## src/rtl/signed_mon_pkg.sv

```systemverilog
// Shared types and helpers for the signed level monitor.
// Optional build macro: LEVEL_MON_CROSS_COUNT_EN (adds a saturating crossing counter).
package signed_mon_pkg;

    localparam int WIDTH_DEFAULT = 8;
    localparam int HYST_DEFAULT  = 2;
    localparam int MAX_W         = 32;

    typedef enum logic [1:0] {
        ZONE_INIT = 2'b00,
        ZONE_LOW  = 2'b01,
        ZONE_MID  = 2'b10,
        ZONE_HIGH = 2'b11
    } zone_e;

    // Sign-extend the low w bits of v across the full MAX_W word.
    function automatic logic [MAX_W-1:0] sign_extend(input logic [MAX_W-1:0] v,
                                                     input int unsigned     w);
        logic [MAX_W-1:0] r;
        r = v;
        for (int unsigned i = w; i < MAX_W; i++) begin
            r[i] = v[w-1];
        end
        return r;
    endfunction

endpackage

```

## src/rtl/signed_minmax_tracker.sv

```systemverilog
// Running signed minimum/maximum of qualified samples since reset or clear.
module signed_minmax_tracker
    import signed_mon_pkg::*;
#(
    parameter int WIDTH = WIDTH_DEFAULT
) (
    input  logic             clk,
    input  logic             rst_n,
    input  logic             clr,
    input  logic             valid,
    input  logic [WIDTH-1:0] sample,
    output logic [WIDTH-1:0] min_q,
    output logic [WIDTH-1:0] max_q,
    output logic             stats_valid
);

    logic signed [WIDTH-1:0] s_sample;
    logic signed [WIDTH-1:0] s_min;
    logic signed [WIDTH-1:0] s_max;

    assign s_sample = sample;
    assign s_min    = min_q;
    assign s_max    = max_q;

    // Clear dominates; the first sample loads both extremes, later ones widen them.
    always_ff @(posedge clk or negedge rst_n) begin
        if (!rst_n) begin
            min_q       <= '0;
            max_q       <= '0;
            stats_valid <= 1'b0;
        end else if (clr) begin
            min_q       <= '0;
            max_q       <= '0;
            stats_valid <= 1'b0;
        end else if (valid) begin
            stats_valid <= 1'b1;
            if (!stats_valid) begin
                min_q <= sample;
                max_q <= sample;
            end else begin
                if (s_sample < s_min) min_q <= sample;
                if (s_sample > s_max) max_q <= sample;
            end
        end
    end

endmodule

```

## src/rtl/signed_level_monitor.sv

```systemverilog
// Signed level monitor: classifies samples into LOW/MID/HIGH zones with
// hysteresis, pulses on crossings and tracks running min/max.
// Optional build macro: LEVEL_MON_CROSS_COUNT_EN adds port cross_cnt.
module signed_level_monitor
    import signed_mon_pkg::*;
#(
    parameter int WIDTH = WIDTH_DEFAULT,
    parameter int HYST  = HYST_DEFAULT
) (
    input  logic             clk,
    input  logic             rst_n,
    input  logic             clr,
    input  logic             sample_valid,
    input  logic [WIDTH-1:0] sample,
    input  logic [WIDTH-1:0] lo_th,
    input  logic [WIDTH-1:0] hi_th,
    output logic [1:0]       zone,
    output logic             cross_up,
    output logic             cross_dn,
    output logic [WIDTH-1:0] min_q,
    output logic [WIDTH-1:0] max_q,
    output logic             stats_valid,
`ifdef LEVEL_MON_CROSS_COUNT_EN
    output logic [7:0]       cross_cnt,
`endif
    output logic             cfg_err
);

    localparam int BW = WIDTH + 2;

    zone_e zone_q;
    zone_e zone_next;
    logic  up_next;
    logic  dn_next;
    logic  cfg_err_next;

    logic signed [BW-1:0] smp_ext;
    logic signed [BW-1:0] lo_ext;
    logic signed [BW-1:0] hi_ext;
    logic signed [BW-1:0] lo_bound;
    logic signed [BW-1:0] hi_bound;

    // Two extra bits keep the hysteresis bounds from wrapping at the range ends.
    assign smp_ext  = BW'(sign_extend(MAX_W'(sample), WIDTH));
    assign lo_ext   = BW'(sign_extend(MAX_W'(lo_th),  WIDTH));
    assign hi_ext   = BW'(sign_extend(MAX_W'(hi_th),  WIDTH));
    assign lo_bound = lo_ext + BW'(HYST);
    assign hi_bound = hi_ext - BW'(HYST);

    assign cfg_err_next = (lo_ext >= hi_ext);
    assign zone         = zone_q;

    // Next-zone and crossing-pulse decode for the current sample.
    always_comb begin
        zone_next = zone_q;
        up_next   = 1'b0;
        dn_next   = 1'b0;
        if (sample_valid && !cfg_err_next) begin
            unique case (zone_q)
                ZONE_INIT: begin
                    if (smp_ext >= hi_ext)      zone_next = ZONE_HIGH;
                    else if (smp_ext <= lo_ext) zone_next = ZONE_LOW;
                    else                        zone_next = ZONE_MID;
                end
                ZONE_MID: begin
                    if (smp_ext >= hi_ext) begin
                        zone_next = ZONE_HIGH;
                        up_next   = 1'b1;
                    end else if (smp_ext <= lo_ext) begin
                        zone_next = ZONE_LOW;
                        dn_next   = 1'b1;
                    end
                end
                ZONE_HIGH: begin
                    if (smp_ext < hi_bound) begin
                        if (smp_ext <= lo_ext) begin
                            zone_next = ZONE_LOW;
                            dn_next   = 1'b1;
                        end else begin
                            zone_next = ZONE_MID;
                        end
                    end
                end
                ZONE_LOW: begin
                    if (smp_ext > lo_bound) begin
                        if (smp_ext >= hi_ext) begin
                            zone_next = ZONE_HIGH;
                            up_next   = 1'b1;
                        end else begin
                            zone_next = ZONE_MID;
                        end
                    end
                end
                default: zone_next = ZONE_INIT;
            endcase
        end
    end

    // Zone state, registered pulses and the config check (which ignores clr).
    always_ff @(posedge clk or negedge rst_n) begin
        if (!rst_n) begin
            zone_q   <= ZONE_INIT;
            cross_up <= 1'b0;
            cross_dn <= 1'b0;
            cfg_err  <= 1'b0;
        end else begin
            cfg_err <= cfg_err_next;
            if (clr) begin
                zone_q   <= ZONE_INIT;
                cross_up <= 1'b0;
                cross_dn <= 1'b0;
            end else begin
                zone_q   <= zone_next;
                cross_up <= up_next;
                cross_dn <= dn_next;
            end
        end
    end

`ifdef LEVEL_MON_CROSS_COUNT_EN
    // Saturating count of issued crossing pulses.
    always_ff @(posedge clk or negedge rst_n) begin
        if (!rst_n) begin
            cross_cnt <= '0;
        end else if (clr) begin
            cross_cnt <= '0;
        end else if ((up_next || dn_next) && (cross_cnt != 8'hFF)) begin
            cross_cnt <= cross_cnt + 8'd1;
        end
    end
`endif

    signed_minmax_tracker #(
        .WIDTH (WIDTH)
    ) u_minmax (
        .clk         (clk),
        .rst_n       (rst_n),
        .clr         (clr),
        .valid       (sample_valid),
        .sample      (sample),
        .min_q       (min_q),
        .max_q       (max_q),
        .stats_valid (stats_valid)
    );

endmodule

```

## config.mk

```make
export PLATFORM = sky130hd
export DESIGN_NAME = signed_level_monitor
export DESIGN_NICKNAME = d
export VERILOG_FILES = /design/src/rtl/signed_mon_pkg.sv /design/src/rtl/signed_minmax_tracker.sv /design/src/rtl/signed_level_monitor.sv
export SDC_FILE = /design/constraint.sdc
export NUM_CORES = 1
export LEC_CHECK = 0
export ABC_AREA = 0
export CAP_MARGIN = 5
export CORE_ASPECT_RATIO = 1.5
export CORE_MARGIN = 8
export CORE_UTILIZATION = 61
export CTS_BUF_LIST = sky130_fd_sc_hd__clkbuf_2 sky130_fd_sc_hd__clkbuf_4 sky130_fd_sc_hd__clkbuf_8
export CTS_CLUSTER_SIZE = 12
export DETAILED_ROUTE_END_ITERATION = 12
export DONT_BUFFER_PORTS = 1
export GPL_TIMING_DRIVEN = 0
export HOLD_SLACK_MARGIN = 0.1
export PLACE_DENSITY = 0.74
export SKIP_LAST_GASP = 1
export SYNTH_ARGS = -nofsm -noshare
export SYNTH_HDL_FRONTEND = slang
export SYNTH_SLANG_ARGS = --single-unit
```

## constraint.sdc

```tcl
create_clock -name clk -period 2.3 [get_ports clk]
set_input_delay 0.46 -clock clk [delete_from_list [all_inputs] [get_ports clk]]
set_output_delay 0.46 -clock clk [all_outputs]
set_load 0.01 [all_outputs]
```

==> results of run 1 <==
## timing repair
item / CTS / global route
endpoints found under the hold margin: 22 / 0
cloned: 0 / 0
pin swaps: 5 / 3
hold buffers: 1 / 0
buffers inserted: 1 / 0
setup endpoints to repair: 9 / 9
gates resized for setup: 8 / 11
## cells in the mapped netlist (2+ instances only)
cell type,instances
ha_1,61
inv_1,42
nor2_1,24
dfrtp_1,22
nand2_1,10
xnor2_1,9
a21oi_1,8
mux2i_1,8
nand3_1,8
a22o_1,7
o21a_1,7
o21ai_1,6
a211o_1,5
a211oi_1,4
and3_1,4
nand2b_1,4
nand4_1,4
nor3_1,4
nor3b_1,4
o21ai_0,4
o221ai_1,4
a21o_1,3
a31oi_1,3
a221o_1,2
and2b_1,2
nor2b_1,2
nor4_1,2
o211ai_1,2
o22ai_1,2
or2b_1,2
## layer usage
layer,wire (um),GRT usage,share of wire
met1,2270,0.190,0.35
met2,3450,0.385,0.53
met3,576,0.0542,0.089
met4,160,0.0943,0.025
met5,0,0,0
## cell type report
cell class / count / area share
Tap cell: 46 / 0.0200
Multi-Input combinational cell: 221 / 0.702
Inverter: 43 / 0.0561
Buffer: 1 / 0.00391
Sequential cell: 22 / 0.191
Clock buffer: 4 / 0.0191
Timing Repair Buffer: 2 / 0.00739
## report_power, final
| part | leakage [nW] | switching (mW) | internal (mW) |
|---|---|---|---|
| Combinational | 1.05 | 0.257 | 0.226 |
| Clock | 0.0288 | 0.125 | 0.153 |
| Sequential | 0.292 | 0.0431 | 0.415 |
| Total | 1.37 | 0.425 | 0.794 |
## placed cells by master, fill, tap and decap left out, drive strengths merged, types with 8 or more instances in the layout
cell type   n
a21oi       9
dfrtp      22
ha         61
inv        43
mux2i       8
nand2      10
nand3       8
nor2       24
o21ai      10
xnor2       9
## registers in the layout (all words and copies together) (netlist names)
signal and cells:
u_minmax.max_q 8, u_minmax.min_q 8, zone 2, cfg_err 1
cross_dn 1, cross_up 1, u_minmax.stats_valid 1
## logic make-up (layout without fill, tap and decap cells)
kind of cell,Yosys count,after routing
and+or+nand+nor,75,75
adders and majority gates,61,61
AOI/OAI and AO/OA,68,68
buffers and inverters,44,50
xor gates and xnor gates,9,9
muxes,8,8
DFF,22,22
## metrics by stage
step           utilization  setup TNS [ns]  cells
2_1_floorplan            -          -0.244    287
3_3_place_gp         0.651          -0.945    333
3_5_place_dp         0.651           -1.09    333
4_1_cts              0.680         -0.0283    339
5_1_grt              0.696          -0.235    339
6_report             0.696               0    339
## final timing paths
path,from,to,depth (start not counted)
setup / recovery,lo_th[1],zone[0]$_DFFE_PN0P_,10
hold / removal,clr,zone[1]$_DFFE_PN0P_,1
setup reg to reg,u_minmax.max_q[1]$_DFFE_PN0P_,u_minmax.max_q[0]$_DFFE_PN0P_,9
hold reg to reg,u_minmax.max_q[6]$_DFFE_PN0P_,u_minmax.max_q[6]$_DFFE_PN0P_,1
max in group asynchronous,rst_n,u_minmax.max_q[0]$_DFFE_PN0P_,1
min in group asynchronous,rst_n,u_minmax.min_q[6]$_DFFE_PN0P_,1
## worst reg2reg max path, stage by stage (launching register included)
cell	delay (ns)
dfrtp_1	0.43
inv_1	0.07
ha_1	0.28
nor2b_1	0.13
o21a_1	0.13
o21a_1	0.11
o21ai_1	0.06
a221o_1	0.41
and3_1	0.20
a211o_1	0.25
==> metrics.md, run 1 <==
| Metric | Value |
|---|---|
| Post-synthesis simple-gate area fraction | 0.154 |
| Synth area leader | ha_1 |
| WL/cell | 19.0 um |
| Worst setup margin | 0.00118 ns |
| Status | finished clean |
| Final hold vios | 0 |
| Hold Crit Class | in -> reg |
| Mux contribution to synthesized area | 0.0311 |
| Crit-path max FO | 5 |
| Arr. time, crit path | 2.45 ns |
| Area contributors post-synth | ha_1 30%, dfrtp_1 21%, inv_1 6.1%, nor2_1 3.5%, mux2i_1 3.1% |
| Worst-Skew Late Latency | 0.26 ns |
| Crit. End Element | flip-flop |
| Starting DRT DRC Count | 150 |
| XOR/XNOR share of the synthesized area | 0.0306 |
| Final Hold Slack | 0.250 ns |
| Number of I/O port buffers | 0 |
| CTS tree | built |
| Total grt overflow | 0 |
| Power Density | 423 nW/um2 |
| Number of synthesized flops with an enable pin | 0 |
| Adder-cell share of the synthesized area | 0.296 |
| FF+latch area | 551 um2 |
| Peak VDD IR | 479 uV |
| Die width | 69.1 um |
| Starting density of the core | 0.623 |
| Largest family of logic cells by synthesized area | adder cells |
| Yosys warns | 0 |
| Leak | 1.37 nW |
| Worst Skew | 0.000882 ns |
| Antenna Cells | 0 |
| Vias in the first global route | 2366 |
| Crit-path max cell delay | between 0.3 and 0.4 ns |
| Crit-path leading delay family | compound AO/OA/AOI/OAI gates |
| Multi-input logic area | 2020 um2 |
| FFs w/ async S/R, synth | 1.00 |
| Layout area overhead | 11.8% |
| Fmax | 435 MHz |
| CTS sink cnt | 22 |
| Layout cells sized above 1 | 0.119 |
| Row cnt | 29 |
| Largest net degree at the start of global routing | 23 |
| Num CTS Buffers | 3 |
| Final Setup Violations | 0 |
| Clock-pin slew on the worst setup and hold paths | 0.08 ns |
| Worst path required time | 2.45 ns |
| Max-cap viol count | 0 |
| Routed vias/inst | around 6.4 |
| Design Area, Final | 2880 um2 |
| Synthesized area | 2570 um2 |
| CP max-delay cell | a221o_1 |
| Root Driver | clkbuf_8 |
| Hpwl dp | slightly above 5000 um |
| Worst path bufs/invs | 1 |
| Placer Congestion | 0.876 |
| Placed Area | 2690 um2 |
| DRC errors left | 0 |
| Sequential-to-total area share from yosys stat | 0.214 |
| Max-slew headroom | 0.338 |
| Final wirelength | approximately 6500 um |
| GRT Util Overall | 0.199 |
| RSZ-0062 raised after global routing | yes |
| Core area | 4140 um2 |
| Post-synthesis cell count | approximately 290 |
| Die ar. | 6600 um2 |
| H-tree levels | 1 |
| Crit-path cells | ha_4 > xnor2_1 > ha_1 > and4b_1 > a221o_1 > a2111oi_4 > a31oi_1 > nand4b_4 > buf_6 > a211oi_2 |
| Critical path class | in -> reg |
| Prevailing post-synth register cell | dfrtp_1 |
| Fill cells | 336 |
| Cell variety after synth | 48 |
| Worst R2R Setup Slack | roughly 0.13 ns |
| Antenna violations before repair | 0 |
| Min Tclk post-route | 2.30 ns |
| Post-Syn Nets | 376 |
| # nets final | 383 |
| Seq cells post-synth | 22 |
| Avg Inst Size Synth | 8.97 um2 |
| First-pass GRT wire length | around 11000 um |
| Final total power | 1.22 mW |
| Top-area cell type share of the netlist area | 0.296 |
| Via count | 2162 |
| Clock buffer depth | 2 |
| Pre-CTS setup slack | -0.368 ns |
| Worst slew pin tran | 0.990 ns |
| Max-slew violations | 0 |
| Pre-antenna DRT Iters | 4 |
| Compound-Gate Fraction of Synth Area | 0.207 |
| CP Launch Type | input port |
| Top-level I/O count | 50 |
| Die extent in y | 95.6 um |
| Final period util | 0.999 |
| Final ANT Viol Nets | 0 |
(Power assumes the default switching activity.)
==> run 2: changes to the inputs <==
--- a/config.mk
+++ b/config.mk
@@ -8,16 +8,17 @@
 export ABC_AREA = 0
 export CAP_MARGIN = 5
 export CORE_ASPECT_RATIO = 1.5
-export CORE_MARGIN = 8
-export CORE_UTILIZATION = 61
+export CORE_MARGIN = 2
+export CORE_UTILIZATION = 30
 export CTS_BUF_LIST = sky130_fd_sc_hd__clkbuf_2 sky130_fd_sc_hd__clkbuf_4 sky130_fd_sc_hd__clkbuf_8
 export CTS_CLUSTER_SIZE = 12
 export DETAILED_ROUTE_END_ITERATION = 12
 export DONT_BUFFER_PORTS = 1
 export GPL_TIMING_DRIVEN = 0
 export HOLD_SLACK_MARGIN = 0.1
-export PLACE_DENSITY = 0.74
+export PLACE_DENSITY = 0.41
 export SKIP_LAST_GASP = 1
 export SYNTH_ARGS = -nofsm -noshare
 export SYNTH_HDL_FRONTEND = slang
+export SYNTH_HIERARCHICAL = 1
 export SYNTH_SLANG_ARGS = --single-unit
==> run 2 against run 1 <==
  * Sequential cell count unchanged
  * Worst hold slack got worse by 0.013 ns
  * Wire length increased by 12%
  * Die area increased by 49%
  * Non-clock buffer count increased by 5
  * Critical endpoint is now zone[1]$_DFFE_PN0P_
  * Sequential power increased by 4.4%
  * Synthesized area increased by 5.1%
  * Clock-buffer cell count decreased by 1
==> metrics.md, run 2 <==
| Metric | Value |
|---|---|
| Number of I/O port buffers | 0 |
| Antenna violations before repair | 0 |
| HP Start | clr |
| Placer Congestion | 0.800 |
| Synthesized area | 2710 um2 |
| First-pass GRT wire length | between 10000 and 15000 um |
| Arr. time, crit path | 2.43 ns |
| XOR/XNOR share of the synthesized area | 0.0291 |
| Post-Syn Nets | between 300 and 400 |
| Top-level I/O count | 50 |
| Die ar. | roughly 9800 um2 |
| Number of synthesized flops with an enable pin | 0 |
| Fmax | 445 MHz |
| Final period util | 0.976 |
| Yosys warns | 6 |
| Max-slew violations | 0 |
| Core area | around 8800 um2 |
| Crit-path max FO | 6 |
| Peak VDD IR | 419 uV |
| Combinational group share of total power | 0.396 |
| Worst Skew | approximately 0.0026 ns |
| Root Driver | clkbuf_8 |
| Fill cells | 915 |
| Crit. End Element | flip-flop |
| Hpwl dp | a little over 6000 um |
| Cell variety after synth | 55 |
| Final total power | 1.40 mW |
| Most frequent cells after synthesis | 61 x ha_1, 40 x inv_1, 22 x dfrtp_1 |
| Layout cells sized above 1 | 0.184 |
| Switching part of the total | 0.344 |
| Num CTS Buffers | 3 |
| Power Density | between 400 and 500 nW/um2 |
| CTS tree | built |
| Net Sw Power | 0.482 mW |
| Clock buffer depth | 2 |
| Vias in the first global route | 2427 |
| RSZ-0062 raised after global routing | yes |
| CTS sink cnt | 22 |
| # nets final | 395 |
| Min Tclk post-route | between 2 and 2.5 ns |
| Clock Power Share | 0.263 |
| Top-area cell type share of the netlist area | 0.282 |
| Post-synthesis cell count | 296 |
| GRT Util Overall | 0.158 |
| R2R cell count | 8 |
| Layout area overhead | 14.6% |
| WL/cell | 17.5 um |
| Prevailing post-synth register cell | dfrtp_1 |
| Max-slew headroom | 0.347 |
| Routed vias/inst | 5.28 |
| Hold Crit Class | in -> reg |
| Largest net degree at the start of global routing | 23 |
| FFs w/ async S/R, synth | 1.00 |
| H-tree levels | 1 |
| Pre-antenna DRT Iters | 4 |
| Post-synthesis simple-gate area fraction | 0.165 |
| Final wirelength | 7260 um |
| Total grt overflow | 0 |
| CP Launch Type | input port |
| Mux contribution to synthesized area | 0.0730 |
| Worst path required time | roughly 2.5 ns |
| Largest family of logic cells by synthesized area | adder cells |
| Final hold vios | 0 |
| Die extent in y | 120 um |
| WHS Path Cells | 1 |
| Commonest non-fill, non-tap cells in the layout | 60 x ha_1, 38 x inv_1, 22 x dfrtp_1 |
| Reg2reg start | u_minmax/min_q[6]$_DFFE_PN0P_ |
| Via count | 2193 |
| Starting DRT DRC Count | 63 |
| Compound-Gate Fraction of Synth Area | 0.181 |
| Final Setup Violations | 0 |
| Seq cells post-synth | 22 |
| Worst-Skew Late Latency | 0.27 ns |
| Critical path class | in -> reg |
| Synth area leader | ha_1 |
| Row cnt | 42 |
| Final Hold Slack | 0.237 ns |
| Avg Inst Size Synth | slightly above 9 um2 |
| Flop pwr share | 0.341 |
| Worst slew pin tran | 0.977 ns |
| Crit Reg-Reg Endpoint | u_minmax/min_q[7]$_DFFE_PN0P_ |
| Starting density of the core | 0.308 |
| DRC errors left | 0 |
| Status | finished clean |
| Antenna Cells | 0 |
| Worst R2R Setup Slack | about 0.12 ns |
| Count leader, synth | ha_1 |
| Sequential-to-total area share from yosys stat | 0.203 |
| Leak | 1.44 nW |
| Die width | 81.6 um |
| Commonest non-fill, non-tap cell in the layout | ha_1 |
| Clock-pin slew on the worst setup and hold paths | 0.08 ns |
| Area contributors post-synth | ha_1 28%, dfrtp_1 20%, inv_1 5.5%, mux2_4 3.3%, xnor2_1 2.9% |
| Hold EP | zone[1]$_DFFE_PN0P_ |
| Max-cap viol count | 0 |
| Final ANT Viol Nets | 0 |
| Cell internal pwr | 0.919 mW |
| Adder-cell share of the synthesized area | 0.282 |
==> run 2: changes by cell type after synthesis, sizes merged, moves of 5 or more <==
cell and delta:
a22o -6, and2b +5, o21ai +5, mux2 +12, nor2 -7
==> run 2: cell families after synthesis <==
kind of cell / after synthesis
AO/OA/AOI/OAI: 66
XOR/XNOR: 9
adder cells (fa/ha/maj): 61
buffers and inverters: 44
flip-flops: 22
multiplexers: 16
AND/OR/NAND/NOR: 78
==> run 2: how the worst max path moves through the flow <==
stage / start / endpoint / slack [ns] / cells after the start
after floorplan: lo_th[5] / zone[0]$_DFFE_PN0P_ / 0.007 / 11
after global placement: hi_th[2] / zone[1]$_DFFE_PN0P_ / -0.30 / 12
after detailed placement: hi_th[2] / zone[1]$_DFFE_PN0P_ / -0.32 / 12
after CTS: lo_th[1] / zone[1]$_DFFE_PN0P_ / 0.02 / 9
after global routing: lo_th[5] / zone[1]$_DFFE_PN0P_ / -0.05 / 12
final: lo_th[1] / zone[1]$_DFFE_PN0P_ / 0.05 / 9
==> run 2: power groups by stage <==
stage	Sequential, mW	Combinational, mW	Clock (mW)
floorplan	0.475	0.405	0
global placement	0.488	0.503	0
detailed placement	0.488	0.510	0
CTS	0.480	0.531	0.382
global route	0.484	0.633	0.393
finish	0.478	0.555	0.369
==> run 2: timing repair <==
action / 4_1_cts / 5_1_grt
resized for setup: 3 / 14
setup endpoints to repair: 8 / 16
endpoints found under the hold margin: 22 / 0
setup buffers: 0 / 4
hold buffers: 1 / 0
gates cloned: 0 / 0
pin swaps: 0 / 10
==> run 2: critical path: stages <==
cell      delay [ns]
ha_1            0.23
xnor2_1         0.15
ha_1            0.28
and4b_1         0.24
a221oi_2        0.38
o21ai_2         0.10
o21a_1          0.24
and4_4          0.17
a211oi_2        0.18
==> run 2: metal layers <==
metal	global-route usage	up-vias	wire [um]
met5	0	-	0
met4	0.0625	0	208
met3	0.0134	11	245
met2	0.303	41	4050
met1	0.171	1050	2760
li1	-	1091	-
==> run 2: cell type report <==
class                   count  area [um2]  share of cell area
inverters                  41         161              0.0521
multi-input cells         230        2100               0.678
flip-flops and latches     22         551               0.178
well taps                 110         138              0.0444
plain buffers               3        26.3             0.00847
repair buffers              5        52.6              0.0169
clock buffers               3        41.3              0.0133
clock inverters             1        30.0             0.00969
==> run 2: per-stage QoR <==
step | instances | area, um2 | setup TNS (ns) | setup WS [ns] | utilization
5_1_grt | 415 | 3100 | -0.211 | -0.0465 | 0.353
2_1_floorplan | 296 | 2750 | 0 | 0.00712 | -
3_5_place_dp | 406 | 2880 | -1.50 | -0.325 | 0.328
6_report | 415 | 3100 | 0 | 0.0541 | 0.353
3_3_place_gp | 406 | 2880 | -1.41 | -0.297 | 0.328
4_1_cts | 411 | 2990 | 0 | 0.0172 | 0.340
==> run 3: changes to the inputs <==
--- a/config.mk
+++ b/config.mk
@@ -20,5 +20,4 @@
 export SKIP_LAST_GASP = 1
 export SYNTH_ARGS = -nofsm -noshare
 export SYNTH_HDL_FRONTEND = slang
-export SYNTH_HIERARCHICAL = 1
 export SYNTH_SLANG_ARGS = --single-unit
==> run 3 against run 2 <==
  * The run now ends with setup timing left
  * Sequential cell count unchanged
  * Die area down 4.7%
  * Cell area down 4.4%
  * Fmax down 4.5%
  * Sequential power decreased by 4%
  * Largest power group unchanged
  * Critical endpoint unchanged
==> metrics.md, run 3 (synthesis gave the netlist of run 1 again) <==
| Metric | Value |
|---|---|
| Final ANT Viol Nets | 0 |
| Crit. End Element | flip-flop |
| R2R cell count | 9 |
| Commonest non-fill, non-tap cells in the layout | 57 x ha_1, 39 x inv_1, 23 x nor2_1 |
| Max-slew headroom | 0.282 |
| Root Driver | clkbuf_8 |
| Multi-input logic area | 2010 um2 |
| Worst slew pin tran | 1.07 ns |
| Number of I/O port buffers | 0 |
| Final Setup Violations | 2 |
| Routed vias/inst | 5.23 |
| Row cnt | 41 |
| Crit Reg-Reg Endpoint | u_minmax.max_q[1]$_DFFE_PN0P_ |
| Hold EP | zone[1]$_DFFE_PN0P_ |
| CTS sink cnt | 22 |
| Arr. time, crit path | roughly 2.5 ns |
| Hold Crit Class | in -> reg |
| Max-cap viol count | 0 |
| Max-slew violations | 0 |
| Design Area, Final | about 3000 um2 |
| Antenna Cells | 0 |
| GRT Util Overall | 0.158 |
| Final wirelength | 7130 um |
| Commonest non-fill, non-tap cell in the layout | ha_1 |
| DRC errors left | 0 |
| Via count | 2096 |
| Die width | 79.6 um |
| Reg2reg start | u_minmax.max_q[1]$_DFFE_PN0P_ |
| Status | finished with violations |
| Die ar. | between 9000 and 10000 um2 |
| Clock buffer depth | 2 |
| Pre-CTS setup slack | -0.527 ns |
| WHS Path Cells | 1 |
| Peak VDD IR | 279 uV |
| Final period util | 1.02 |
| Fmax | 425 MHz |
| FF+latch area | 551 um2 |
| Clock-pin slew on the worst setup and hold paths | ~0.08 ns |
| Worst path required time | 2.49 ns |
| Worst Skew | between 0.006 and 0.007 ns |
| Largest net degree at the start of global routing | 23 |
| Die extent in y | 117 um |
| Antenna violations before repair | 0 |
| Final hold vios | 0 |
| Setup tns final | -0.0830 ns |
| Total grt overflow | 0 |
| Critical path class | in -> reg |
| Power Density | 446 nW/um2 |
| Hpwl dp | 5700 um |
| WL/cell | around 18 um |
| Core area | 8360 um2 |
| H-tree levels | 1 |
| Crit-path max FO | 5 |
| RSZ-0062 raised after global routing | yes |
| Worst R2R Setup Slack | 0.11 ns |
| Pre-antenna DRT Iters | 4 |
| Num CTS Buffers | 3 |
| CTS tree | built |
| Fill cells | 878 |
| Final total power | 1.32 mW |
| # nets final | 384 |
| Placer Congestion | 0.811 |
| Worst setup margin | -0.0511 ns |
| HP Start | clr |
| Layout area overhead | 15.1% |
| Starting density of the core | 0.308 |
| Final Hold Slack | 0.243 ns |
| Top-level I/O count | 50 |
| Failing checks | setup timing |
| Min Tclk post-route | around 2.4 ns |
| Leak | 1.38 nW |
| CP Launch Type | input port |
| Worst-Skew Late Latency | 0.28 ns |
| Placed Area | 2770 um2 |
| First-pass GRT wire length | between 10000 and 15000 um |
| Layout cells sized above 1 | 0.119 |
| Vias in the first global route | 2204 |
| Starting DRT DRC Count | 73 |
## run 3: cell count changes in the layout (fill, tap and decap cells not counted), sizes merged, moves of 4 or more
cell | previous run | this run
a211oi | 8 | 4
a22o | 1 | 7
and2b | 7 | 2
inv | 39 | 43
mux2 | 12 | 0
mux2i | 4 | 8
nor2 | 17 | 24
o21ai | 15 | 10
o221ai | 0 | 4
## run 3: through the flow
stage                     utilization  instances
after floorplan                     -        287
after global placement          0.331        394
after detailed placement        0.331        394
after CTS                       0.349        400
after global routing            0.354        401
final                           0.354        401
## run 3: worst max-delay path by stage
stage                   from                   to  depth (start not counted)
finish              lo_th[1]  zone[1]$_DFFE_PN0P_                         10
CTS                 lo_th[1]  zone[1]$_DFFE_PN0P_                         10
detailed placement  lo_th[2]  zone[1]$_DFFE_PN0P_                         11
global placement    lo_th[2]  zone[1]$_DFFE_PN0P_                         11
global route        lo_th[1]  zone[1]$_DFFE_PN0P_                         10
floorplan           hi_th[4]  zone[0]$_DFFE_PN0P_                         11
## run 3: critical path: stages
cell and delay (ns):
ha_4 0.14, xnor2_1 0.15, ha_1 0.26, and4b_1 0.20
a221o_1 0.39, a2111oi_4 0.36, a31oi_2 0.17, nand4b_4 0.15
nor2_1 0.08, a211oi_4 0.18
## run 3: repair_timing
item | in CTS | in global routing
resized for setup | 10 | 7
buffers inserted | 1 | 1
hold buffers | 1 | 0
pin swaps | 4 | 11
setup endpoints to repair | 9 | 10
endpoints found under the hold margin | 22 | 0
## run 3: power by group
part	switching, mW	internal (mW)	leakage, nW
clock	0.148	0.233	0.0357
sequential	0.0445	0.415	0.292
combinational	0.257	0.225	1.05
total	0.450	0.873	1.38
## run 3: layout make-up
| cell class | count | share of cell area |
|---|---|---|
| Clock inverter | 1 | 0.0101 |
| Timing Repair Buffer | 3 | 0.00971 |
| Multi-Input combinational cell | 221 | 0.677 |
| Tap cell | 107 | 0.0452 |
| Inverter | 43 | 0.0545 |
| Sequential cell | 22 | 0.186 |
| Clock buffer | 3 | 0.0139 |
| Buffer | 1 | 0.00380 |
## run 3: per-layer routing
| metal | GRT usage | up-vias | wire length (um) |
|---|---|---|---|
| li1 | - | 1059 | - |
| met1 | 0.170 | 991 | 2770 |
| met2 | 0.307 | 42 | 3970 |
| met3 | 0.0215 | 4 | 313 |
| met4 | 0.0453 | 0 | 77 |
| met5 | 0 | - | 0 |
